==> src/rtl/addsub_chunked.sv <==
// Multi-cycle add/subtract unit resolving CHUNK bits per clock.
// A start/busy/done handshake surrounds it, and it reports carry, signed overflow and zero flags.
module addsub_chunked #(
  parameter int unsigned WIDTH = 32,
  parameter int unsigned CHUNK = 8
) (
  input  logic             clk,
  input  logic             reset,
  input  logic             start,
  input  logic             op_sub,
  input  logic [WIDTH-1:0] a,
  input  logic [WIDTH-1:0] b,
  output logic             busy,
  output logic             done,
  output logic [WIDTH-1:0] result,
  output logic             carry_out,
  output logic             overflow,
  output logic             zero
);

  localparam int unsigned NCHUNK = WIDTH / CHUNK;
  localparam int unsigned IDX_W  = (NCHUNK > 1) ? $clog2(NCHUNK) : 1;

  typedef enum logic [1:0] {
    S_IDLE = 2'd0,
    S_RUN  = 2'd1,
    S_DONE = 2'd2
  } state_t;

  state_t           r_state;
  state_t           w_state_nxt;
  logic             w_load;
  logic             w_step;
  logic             w_last;

  logic [WIDTH-1:0] r_a;
  logic [WIDTH-1:0] r_b;
  logic [WIDTH-1:0] r_sum;
  logic             r_carry;
  logic [IDX_W-1:0] r_idx;

  logic [CHUNK-1:0] w_ca;
  logic [CHUNK-1:0] w_cb;
  logic [CHUNK:0]   w_csum;
  logic             w_msb_cin;
  logic [WIDTH-1:0] w_full;

  assign w_last = (r_idx == IDX_W'(NCHUNK - 1));

  // Next-state and control decode
  always_comb begin
    w_state_nxt = r_state;
    w_load      = 1'b0;
    w_step      = 1'b0;
    case (r_state)
      S_IDLE: begin
        if (start) begin
          w_load      = 1'b1;
          w_state_nxt = S_RUN;
        end
      end
      S_RUN: begin
        w_step = 1'b1;
        if (w_last) w_state_nxt = S_DONE;
      end
      S_DONE: begin
        if (start) begin
          w_load      = 1'b1;
          w_state_nxt = S_RUN;
        end else begin
          w_state_nxt = S_IDLE;
        end
      end
      default: w_state_nxt = S_IDLE;
    endcase
  end

  // Operands shift down one chunk per step, so the low chunk is always the active one
  assign w_ca      = r_a[CHUNK-1:0];
  assign w_cb      = r_b[CHUNK-1:0];
  assign w_csum    = {1'b0, w_ca} + {1'b0, w_cb} + (CHUNK+1)'(r_carry);
  assign w_msb_cin = w_ca[CHUNK-1] ^ w_cb[CHUNK-1] ^ w_csum[CHUNK-1];

  // New chunk enters at the top of the partial sum; after NCHUNK steps it is aligned
  assign w_full = WIDTH'({w_csum[CHUNK-1:0], r_sum} >> CHUNK);

  // State, datapath and registered outputs
  always_ff @(posedge clk) begin
    if (reset) begin
      r_state   <= S_IDLE;
      r_a       <= '0;
      r_b       <= '0;
      r_sum     <= '0;
      r_carry   <= 1'b0;
      r_idx     <= '0;
      busy      <= 1'b0;
      done      <= 1'b0;
      result    <= '0;
      carry_out <= 1'b0;
      overflow  <= 1'b0;
      zero      <= 1'b0;
    end else begin
      r_state <= w_state_nxt;
      busy    <= (w_state_nxt == S_RUN);
      done    <= (w_state_nxt == S_DONE);
      if (w_load) begin
        r_a     <= a;
        r_b     <= op_sub ? ~b : b;
        r_carry <= op_sub;
        r_idx   <= '0;
      end else if (w_step) begin
        r_a     <= r_a >> CHUNK;
        r_b     <= r_b >> CHUNK;
        r_carry <= w_csum[CHUNK];
        r_idx   <= r_idx + IDX_W'(1);
        r_sum   <= w_full;
        if (w_last) begin
          result    <= w_full;
          carry_out <= w_csum[CHUNK];
          overflow  <= w_msb_cin ^ w_csum[CHUNK];
          zero      <= (w_full == '0);
        end
      end
    end
  end

endmodule

==> config.mk <==
export PLATFORM = sky130hd
export DESIGN_NAME = addsub_chunked
export DESIGN_NICKNAME = d
export VERILOG_FILES = /design/src/rtl/addsub_chunked.sv
export SDC_FILE = /design/constraint.sdc
export NUM_CORES = 1
export LEC_CHECK = 0
export ABC_AREA = 1
export BUFFER_PORTS_ARGS = -buffer_cell sky130_fd_sc_hd__clkbuf_2
export CAP_MARGIN = 40
export CORE_MARGIN = 2
export CORE_UTILIZATION = 36
export CTS_CLUSTER_SIZE = 28
export DETAILED_ROUTE_END_ITERATION = 10
export PLACE_DENSITY = 0.65
export SLEW_MARGIN = 20
export SYNTH_ARGS = -nofsm -noshare
export SYNTH_HDL_FRONTEND = slang
export SYNTH_SLANG_ARGS = --single-unit
==> constraint.sdc <==
create_clock -name clk -period 1.8 [get_ports clk]
set_input_delay 0.18 -clock clk [delete_from_list [all_inputs] [get_ports clk]]
set_output_delay 0.18 -clock clk [all_outputs]
set_load 0.1 [all_outputs]
After elaboration in Yosys (flattened, before gate mapping)
Cells that the tools add are included.
W data, S select, Z words.
{"block": "totals", "mem_bits_rw": 0, "register_bits": 138, "in_bits": 68, "word_cells": 46, "memories": 0, "out_inout_bits": 37, "latchBits": 0, "rom_bits": 0}
{"block": "op_classes", "n_eq_ne": 5, "reduce_logical": 7, "div": 0, "n_bitwise": 5, "n_shift": 0, "order_cmp": 0, "mux": 14, "multipliers": 0, "n_addsub": 3}
{"op": "$mux W32", "n": 5}
{"op": "$logic_not A32 Y1", "n": 1}
{"op": "$not A32 Y32", "n": 1}
{"op": "$add A8 B8 Y9", "n": 1}
{"op": "$add A9 B1 Y9", "n": 1}
{"op": "$eq A2 B2 Y1 const B", "n": 3}
{"op": "$mux W1", "n": 6}
{"op": "$pmux W2 S3", "n": 1}
{"op": "$eq A2 B1 Y1 const B", "n": 2}
{"op": "$mux W2", "n": 2}
{"op": "$reduce_or A2 Y1", "n": 2}
{"op": "$reduce_and A3 Y1", "n": 1}
{"op": "$xor A1 B1 Y1", "n": 3}
{"op": "$add A2 B1 Y2 const B", "n": 1}
{"op": "$logic_not A2 Y1", "n": 1}
{"op": "$reduce_and A2 Y1", "n": 1}
{"op": "$reduce_bool A2 Y1", "n": 1}
{"op": "$not A1 Y1", "n": 1}

Depth between registers and ports, before layout
Gate-level depths: netlist of the first run.
{"block": "logic_depth", "word_depth": 5, "mapped_depth": 12}

Worst setup path after synthesis of the first run
OpenSTA, ideal clock, no wires.
{"block": "synth_timing", "kind": "reg2reg", "start": "reg r_a[0]", "end": "reg zero", "setup_slack_ps": -105, "path_stages_with_launch": 12, "setup_time_ps": 67, "required_ps": 1733, "arrival_time_ps": 1838, "cell_sequence": "dfxtp_1 -> fa_1 -> fa_1 -> nand2_1 -> nand2_2 -> nand3_2 -> nand2_1 -> nand2_1 -> nand2_1 -> nor2_1 -> nand3_1 -> a21oi_2"}
{"block": "synth_between", "elab_chain_len": 3}
{"element": "start: declaration", "line_no": "36", "rtl": "logic [WIDTH-1:0] r_a;"}
{"element": "start signal: assignment", "line_no": "112", "rtl": "r_a <= r_a >> CHUNK;"}
{"element": "$add A8 B8 Y9", "line_no": "81", "rtl": "assign w_csum = {1'b0, w_ca} + {1'b0, w_cb} + (CHUNK+1)'(r_carry);"}
{"element": "$add A9 B1 Y9", "line_no": "81"}
{"element": "$logic_not A32 Y1", "line_no": "121", "rtl": "zero <= (w_full == '0);"}
{"element": "end signal: assignment", "line_no": "121"}
{"element": "end: declaration", "line_no": "18", "rtl": "output logic zero"}
Every way passes these cells.
A chain may end at the register's enable or synchronous reset.

Worst setup path after layout of the first run
{"block": "layout_timing", "start": "reg r_carry", "end": "reg zero"}
{"block": "layout_between", "elab_chain_len": 2}
{"element": "start: declaration", "line_no": "39", "rtl": "logic r_carry;"}
{"element": "start signal: assignment", "line_no": "109", "rtl": "r_carry <= op_sub;"}
{"element": "start signal: assignment", "line_no": "114", "rtl": "r_carry <= w_csum[CHUNK];"}
{"element": "$add A9 B1 Y9", "line_no": "81"}
{"element": "$logic_not A32 Y1", "line_no": "121"}
Every way passes these cells.

==> flow_summary.ini, run 1 <==
[run_status]
status = finished with violations
failed_checks = setup timing

[routing]
wl_mm = 13.9
final_antenna_net_count = 0
routedWlPerCell_um = 12.6
dr.pass1.iters = 4
drc = 0
drtIter0Drc = 272
avgViaCountPerCell = 4.72
vias = 5188

[synth]
synthTopCellsByCount = nand2_1 (223), dfxtp_1 (130), a21oi_1 (96)
synth_cells = 777
yosysTopAreaCell = dfxtp_1
ys_seq_area_share_pct = 45.8
ys_warn_count = 0
synth_edf_count = 0
synth_top_area_share_pct = 45.8
synth_area_leaders = dfxtp_1 (46%), nand2_1 (15%), a21oi_1 (8.5%)
synth_nets = 855
yosysMostFrequentCell = nand2_1
synth_flop_cell = dfxtp_1
netlist_area_um2 = 5690
async_flop_share_pct = 0
ys_seq_elements = 130
synth.distinct_cells = 33
syn_avg_cell_area_um2 = 7.32

[hold_path]
hold_class = in -> reg
hold_start = a[8]

[clocking]
postCtsSetupBuffers = 0
cts_tree = done
cts_buffer_depth = 2
htreeDepth = 4
cts_buffers = 17
clk_latency_ns = 0.42
path_clk_slew_ns = 0.06
clockRootBuffer = clkbuf_16
clock-sinks = 130

[global_route]
grt_pass1_wl_mm = 23.1
grt-ovfl-total = 0
met1_usage_pct = 23.9
antenna_found_initial = 0
gr-usage-all-layers_pct = 17.5
use_met2_pct = 27.0
grt_max_degree = 64
grtUsageMet3_pct = 5.04
grt_pass1_vias = 4722
busiest_layer = met2

[sta]
slew_headroom_pct = 63.6
hold_violations = 0
fmax_mhz = 539
max_slew.worst_pin.slew_ns = 0.549
setup_viol = 1
skew_ns = 0.00984
layout_setup_ws_ns = -0.0550
grt_setup_unrepaired = yes
fin_crit_ns = 1.85
finalCritPeriodShare_pct = 103
slew_viol_final = 0

[power]
power.density_nw_per_um2 = 1030
ir_drop_mv = 0.769
power_w = 0.00734
cellLeakagePower_nw = 3.15
power_frac_comb_pct = 12.6
p_seq_share_pct = 42.9
swShare_pct = 26.8
p_switching_w = 0.00197
power.internal_w = 0.00537
pwr-share-clk_pct = 44.5

[setup_path]
startpoint_type = flop
critPathArrivalTime_ns = 2.22
crit_type = reg -> reg
end_kind = flop
worst_ep_required_time_ns = 2.16
cp-startpoint = r_carry
r2r_start = r_carry
cp_max_fo = 3

[placement]
gp_congestion = 0.793
pre_cts_ws_ns = -0.0728
io_buffer_count = 104
dp_hpwl_mm = 9.45

[floorplanning]
io_pins = 105
die_w_um = 130
rows = 45
die-area_um2 = 16800
initial_core_util_pct = 37.1
core_area_um2 = 15300
die_h_um = 130

[layout]
syn_to_final_growth_pct = 24.8
nets = 955
drive_gt1_share_pct = 21.5
antenna_cells = 0

[run]
drv_cap = 0
==> power groups by stage <==
stage / clock, W / combinational (W) / sequential (W)
6_report: 0.00326 / 0.000926 / 0.00315
5_1_grt: 0.00346 / 0.00106 / 0.00316
4_1_cts: 0.00332 / 0.000932 / 0.00315
3_5_place_dp: 0 / 0.000907 / 0.00321
3_3_place_gp: 0 / 0.000897 / 0.00320
2_1_floorplan: 0 / 0.000635 / 0.00319
==> critical path: stages, from the launching register on <==
cell and delay (ns):
dfxtp_2 0.33, fa_2 0.40, fa_2 0.38, nand2_2 0.09
nand2_2 0.07, nand3_2 0.07, nand2_1 0.05, nand2_1 0.08
nand2_2 0.06, nor2_1 0.09, nand3_1 0.09, a21oi_2 0.11
==> area by class of cell <==
class | instances | area, um^2
clock buffer | 19 | 453
clock inverter | 12 | 110
fill | 1613 | 8220
inverter | 59 | 221
multi-input combinational | 537 | 2620
sequential | 130 | 2600
tap | 211 | 264
timing repair buffer | 132 | 828
==> metal layers <==
layer	up-vias	part of all wire (%)
met1	2317	50
li1	2769	-
met2	88	45
met5	-	0
met4	0	1.1
met3	14	3.8
==> kinds of logic (layout without fill, tap and decap cells) <==
logic type	after synthesis	after routing	synth area share, %
and+or+nand+nor	319	319	23.3
DFF	130	130	45.8
adders and majority gates	10	10	2.46
AOI/OAI and AO/OA	208	208	19.9
buffers and inverters	110	222	8.54
==> timing repair <==
item                       4_1_cts  5_1_grt
setup endpoints to repair        3        8
gates resized for setup          5        2
cloned                           0        0
hold buffers                     9        0
hold endpoints to repair         9        0
pin swaps                        4        1
==> sequential cells by signal, summed over array words and instances (netlist names) <==
name and cells:
result 32, busy 1, r_carry 1, r_state 2, zero 1, r_b 32
overflow 1, r_sum 24, carry_out 1, r_a 32, r_idx 2, done 1
==> cell usage in the layout, fill, tap and decap left out, types with 17 or more instances in the layout <==
cell / n
clkbuf_2: 104
a21oi_1: 96
nand2_1: 218
clkbuf_16: 17
dfxtp_1: 129
inv_1: 53
nor2_1: 25
nand3_1: 47
a31oi_1: 26
o21ai_0: 57
==> through the flow <==
stage | TNS (ns) | utilization, % | area [um^2] | hold slack, ns | cells
floorplan | 0 | - | 5690 | 0.327 | 777
global placement | -0.0744 | 42.0 | 6430 | 0.420 | 1060
detailed placement | -0.0980 | 42.0 | 6430 | 0.423 | 1060
CTS | -0.0755 | 46.3 | 7090 | 0.00239 | 1100
global route | -0.534 | 46.3 | 7100 | 0.00489 | 1100
finish | -0.0550 | 46.3 | 7100 | 0.0150 | 1100
==> worst paths after layout <==
kind	cells after the start	to	slack, ns
worst max-delay path	11	zero	-0.05
worst max register to register	11	zero	-0.05
worst min-delay path	3	r_a[8]	0.01
worst min register to register	2	r_a[27]	0.46
Power figures use the tool's default switching activity.
==> run 2, diff against run 1 <==
--- a/config.mk
+++ b/config.mk
@@ -12,6 +12,7 @@
 export CORE_UTILIZATION = 36
 export CTS_CLUSTER_SIZE = 28
 export DETAILED_ROUTE_END_ITERATION = 10
+export HOLD_SLACK_MARGIN = 0.12
 export PLACE_DENSITY = 0.65
 export SLEW_MARGIN = 20
 export SYNTH_ARGS = -nofsm -noshare
==> run 2 against run 1 <==
The run still ends with setup timing left. Non-clock buffer count rose by 38. Final cell count up 3.5%. First-iteration DRC count up 14%. Die area unchanged. Core utilization grew 2.5 points. Clock-buffer cell count did not move. Clock power about the same. Register-to-register slack barely moved. Routed wire length grew 5.0%. Sequential cell count stayed put. Hold slack better by 0.12 ns. Sequential power about the same. Critical path type unchanged. Critical endpoint unchanged. Largest power group unchanged.
==> flow_summary.ini, run 2 (synthesis gave the netlist of run 1 again) <==
[layout]
syn_to_final_growth_pct = 31.5
antenna_cells = 0
nets = 993
top_regs = r_a: 32 flops, r_b: 32 flops, result: 32 flops
fin_util_pct = 48.8
mostFrequentLayoutCell = nand2_1
drive_gt1_share_pct = 20.6
final_cell_mix = nand2_1 (218), dfxtp_1 (129), clkbuf_2 (104), a21oi_1 (96), o21ai_0 (57)
final_cell_area_um2 = 7480

[routing]
avgViaCountPerCell = 4.75
final_antenna_net_count = 0
wl_mm = 14.6
routedWlPerCell_um = 12.8
drc = 0
drtIter0Drc = 311
dr.pass1.iters = 4
vias = 5404

[sta]
fin_crit_ns = 1.85
grt_setup_unrepaired = yes
slew_viol_final = 0
max_slew.worst_pin.slew_ns = 0.549
finalCritPeriodShare_pct = 103
setup_viol = 1
hold_violations = 0
layout_setup_ws_ns = -0.0535
fmax_mhz = 540
slew_headroom_pct = 63.6
skew_ns = 0.0106

[global_route]
grt_pass1_wl_mm = 24.1
grt_pass1_vias = 5001
grt-ovfl-total = 0
gr-usage-all-layers_pct = 18.3
grt_max_degree = 64
antenna_found_initial = 0

[placement]
io_buffer_count = 104
placed_cell_area_um2 = 6430
dp_hpwl_mm = 9.45
gp_congestion = 0.793

[floorplanning]
die-area_um2 = 16800
core_area_um2 = 15300
die_w_um = 130
io_pins = 105
initial_core_util_pct = 37.1
die_h_um = 130
rows = 45

[run]
drv_cap = 0

[setup_path]
end_kind = flop
reg2reg_depth = 11
r2r_start = r_carry
rrSetupSlack_ns = -0.05
startpoint_type = flop
critPathArrivalTime_ns = 2.22
r2r_end = zero
crit_type = reg -> reg
cp_max_fo = 3
worst_ep_required_time_ns = 2.16

[clocking]
postCtsSetupBuffers = 0
cts_buffers = 17
cts_buffer_depth = 2
clock-sinks = 130
clockRootBuffer = clkbuf_16
cts_tree = done
htreeDepth = 4
clk_latency_ns = 0.42
path_clk_slew_ns = 0.06

[run_status]
failed_checks = setup timing
status = finished with violations

[power]
power.density_nw_per_um2 = 991
cellLeakagePower_nw = 3.31
ir_drop_mv = 0.769

[hold_path]
min_to = r_b[16]
hold_start = b[16]
hold_class = in -> reg
min_path_cells = 5
## run 2: cell count changes in the layout (fill, tap and decap cells not counted)
cell / change
dlygate4sd3_1: +38
## run 2: timing repair
action,4_1_cts,5_1_grt
pin swaps,4,1
hold buffers,47,0
endpoints found under the setup margin,3,8
resized for setup,5,2
endpoints found under the hold margin,47,0
## run 2: worst max-delay path, stage by stage (launching register included)
cell,delay [ns]
dfxtp_2,0.33
fa_2,0.40
fa_2,0.38
nand2_2,0.09
nand2_2,0.07
nand3_2,0.07
nand2_1,0.05
nand2_1,0.08
nand2_2,0.06
nor2_1,0.09
nand3_1,0.09
a21oi_2,0.11
## run 2: cell type report
| type | instances | area, um^2 |
|---|---|---|
| fill | 1552 | 7840 |
| multi-input combinational | 537 | 2620 |
| sequential | 130 | 2600 |
| timing repair buffer | 170 | 1210 |
| clock buffer | 19 | 453 |
| tap | 211 | 264 |
| inverter | 59 | 221 |
| clock inverter | 12 | 110 |
## run 2: worst max path at each step
stage	startpoint	end	slack, ns	cells after the start
6_report	r_carry	zero	-0.05	11
3_5_place_dp	r_a[0]	zero	-0.07	11
2_1_floorplan	r_a[0]	zero	0.01	11
4_1_cts	r_carry	zero	-0.08	11
5_1_grt	r_carry	zero	-0.21	11
3_3_place_gp	r_a[0]	zero	-0.06	11
## run 2: metrics by stage
step / total power, W / setup TNS, ns / hold WS (ns) / worst slack [ns] / std cells
2_1_floorplan: 0.00382 / 0 / 0.327 / 0.0110 / 777
3_3_place_gp: 0.00410 / -0.0744 / 0.420 / -0.0624 / 1060
3_5_place_dp: 0.00411 / -0.0980 / 0.423 / -0.0728 / 1060
4_1_cts: 0.00746 / -0.0755 / 0.121 / -0.0755 / 1138
5_1_grt: 0.00775 / -0.534 / 0.154 / -0.208 / 1138
6_report: 0.00741 / -0.0535 / 0.139 / -0.0535 / 1138
## run 2: routing by layer
metal | up-vias | track usage [%] | wire (um)
li1 | 2840 | - | -
met1 | 2426 | 24.3 | 7000
met2 | 112 | 28.7 | 6700
met3 | 26 | 5.08 | 609
met4 | 0 | 6.45 | 277
met5 | - | 0 | 0
## run 2: report_power, final
| group | total (W) | internal (W) | switching, W |
|---|---|---|---|
| registers | 0.00315 | 0.00305 | 0.000102 |
| logic | 0.000996 | 0.000415 | 0.000582 |
| clock network | 0.00327 | 0.00196 | 0.00131 |
==> run 3, diff against run 2 <==
--- a/config.mk
+++ b/config.mk
@@ -14,6 +14,7 @@
 export DETAILED_ROUTE_END_ITERATION = 10
 export HOLD_SLACK_MARGIN = 0.12
 export PLACE_DENSITY = 0.65
+export REMOVE_ABC_BUFFERS = 1
 export SLEW_MARGIN = 20
 export SYNTH_ARGS = -nofsm -noshare
 export SYNTH_HDL_FRONTEND = slang
==> run 3 against run 2 <==
Hold slack gained 0.0029 ns. Sequential power is essentially flat. Global-route usage shrank 0.58 points. Total power grew 8.7%. The flow still finishes with violations (setup timing). Final cell count grew 0.35%. Sequential share of layout area shrank 0.79 points. Largest power group unchanged. First-iteration DRC count shrank 13%. Sequential cell count is the same. Combinational power is essentially flat. Worst setup slack lost 0.079 ns. Fmax shrank 4.1%.
==> flow_summary.ini, run 3 (synthesis gave the netlist of run 1 again) <==
[layout]
syn_to_final_growth_pct = 34.6
fin_util_pct = 50.0
n_fill_cell = 1534
final_cell_area_um2 = 7650
top_regs = r_a: 32 flops, r_b: 32 flops, result: 32 flops
drive_gt1_share_pct = 22.3
final_cell_mix = nand2_1 (217), dfxtp_1 (128), clkbuf_2 (104), a21oi_1 (95), o21ai_0 (57)
antenna_cells = 0
nets = 996
mostFrequentLayoutCell = nand2_1

[floorplanning]
die_h_um = 130
rows = 45
initial_core_util_pct = 37.1
core_area_um2 = 15300
die_w_um = 130
io_pins = 105
die-area_um2 = 16800

[setup_path]
cp_max_fo = 3
end_kind = flop
crit_buf_inv = 1
worst_ep_required_time_ns = 2.15
cpMaxStageDelayCell = fa_2
cp_common_cell = nand3_2
crit_type = reg -> reg
max_stage_delay_ns = 0.40
crit_family = adder cells
critPathArrivalTime_ns = 2.29
worstPathCellList = fa_2 > fa_2 > buf_6 > nand3_2 > nand3_2 > nand2_2 > nand3_2 > nor2_2 > nand3_2 > a21oi_2
startpoint_type = flop

[routing]
drtIter0Drc = 270
drc = 0
avgViaCountPerCell = 4.72
routedWlPerCell_um = 12.5
wl_mm = 14.3
final_antenna_net_count = 0
dr.pass1.iters = 5
vias = 5395

[sta]
hold_violations = 0
max_slew.worst_pin.slew_ns = 0.587
layout_setup_ws_ns = -0.132
slew_viol_final = 0
skew_ns = 0.00524
grt_setup_unrepaired = yes
setup_viol = 3
fmax_mhz = 517
fin_crit_ns = 1.93
finalCritPeriodShare_pct = 107
slew_headroom_pct = 61.0

[placement]
placed_cell_area_um2 = 6420
gp_congestion = 0.791
dp_hpwl_mm = 9.14
io_buffer_count = 104

[run_status]
status = finished with violations
failed_checks = setup timing

[power]
p_seq_share_pct = 39.0
ir_drop_mv = 0.729
cellLeakagePower_nw = 3.37
swShare_pct = 24.2
pwr-share-clk_pct = 48.4
p_switching_w = 0.00195
power_frac_comb_pct = 12.7
power.density_nw_per_um2 = 1050
power.internal_w = 0.00610

[global_route]
gr-usage-all-layers_pct = 17.7
grt_pass1_vias = 5066
grt_max_degree = 65
antenna_found_initial = 0
grt_pass1_wl_mm = 23.8
grt-ovfl-total = 0

[run]
drv_cap = 0

[clocking]
clockRootBuffer = clkbuf_16
path_clk_slew_ns = 0.06
cts_buffers = 17
cts_tree = done
clk_latency_ns = 0.42
cts_buffer_depth = 2
htreeDepth = 4
clock-sinks = 130

[hold_path]
hold_class = in -> reg
==> run 3: cell count changes in the layout (fill, tap and decap cells not counted), sizes merged <==
cell / before / now
inv: 60 / 58
buf: 19 / 21
bufinv: 1 / 6
dlygate4sd3: 47 / 48
clkinv: 6 / 4
==> run 3: worst register-to-register path: cells and delay by family (launching register included) <==
kind                       cells  cell delay [ns]
AOI/OAI and AO/OA              1             0.12
adders and majority gates      2             0.78
and+or+nand+nor                6             0.50
DFF                            1             0.33
buffers and inverters          1             0.13
==> run 3: path summary, 6_finish.rpt <==
path                            startpoint  endpoint  slack (ns)  depth (start not counted)
worst min-delay path                 b[15]   r_b[15]        0.14                          4
worst max register to register      r_a[0]      zero       -0.13                         10
worst max-delay path                r_a[0]      zero       -0.13                         10
worst min register to register     r_a[27]   r_a[27]        0.46                          2
==> run 3: power by group through the flow <==
stage               combinational, W  sequential [W]  clock, W
floorplan                   0.000542         0.00319         0
CTS                         0.000994         0.00314   0.00396
finish                       0.00102         0.00314   0.00390
global placement            0.000893         0.00319         0
detailed placement          0.000903         0.00320         0
global route                 0.00116         0.00316   0.00409
==> run 3: final cells by class <==
class | count | area, um^2 | area share (%)
tap | 211 | 264 | 3.45
inverter | 59 | 221 | 2.89
clock inverter | 13 | 233 | 3.04
multi-input combinational | 537 | 2660 | 34.8
timing repair buffer | 173 | 1220 | 16.0
sequential | 130 | 2610 | 34.0
clock buffer | 19 | 443 | 5.79
==> run 3: repair_timing <==
item	4_1_cts	5_1_grt
pin swaps	6	13
hold buffers	48	0
hold endpoints to repair	48	0
resized for setup	6	19
buffers inserted	0	1
endpoints found under the setup margin	10	10
==> run 3: stage by stage <==
step / TNS, ns / instances / worst slack, ns / power [W] / hold slack, ns
floorplan: -54.42 / 726 / -0.725 / 0.00373 / 0.242
global route: -0.618 / 1142 / -0.217 / 0.00841 / 0.142
detailed placement: -0.802 / 1061 / -0.210 / 0.00410 / 0.419
global placement: -0.549 / 1061 / -0.182 / 0.00409 / 0.418
finish: -0.208 / 1142 / -0.132 / 0.00806 / 0.142
CTS: -0.109 / 1141 / -0.0880 / 0.00809 / 0.125
==> run 3: routing by layer <==
metal  track usage [%]  vias up  wire length [um]
met5                 0        -                 0
li1                  -     2852                 -
met3              4.50       13               703
met4              7.02        0               176
met1              22.1     2417              6760
met2              29.5      113              6670
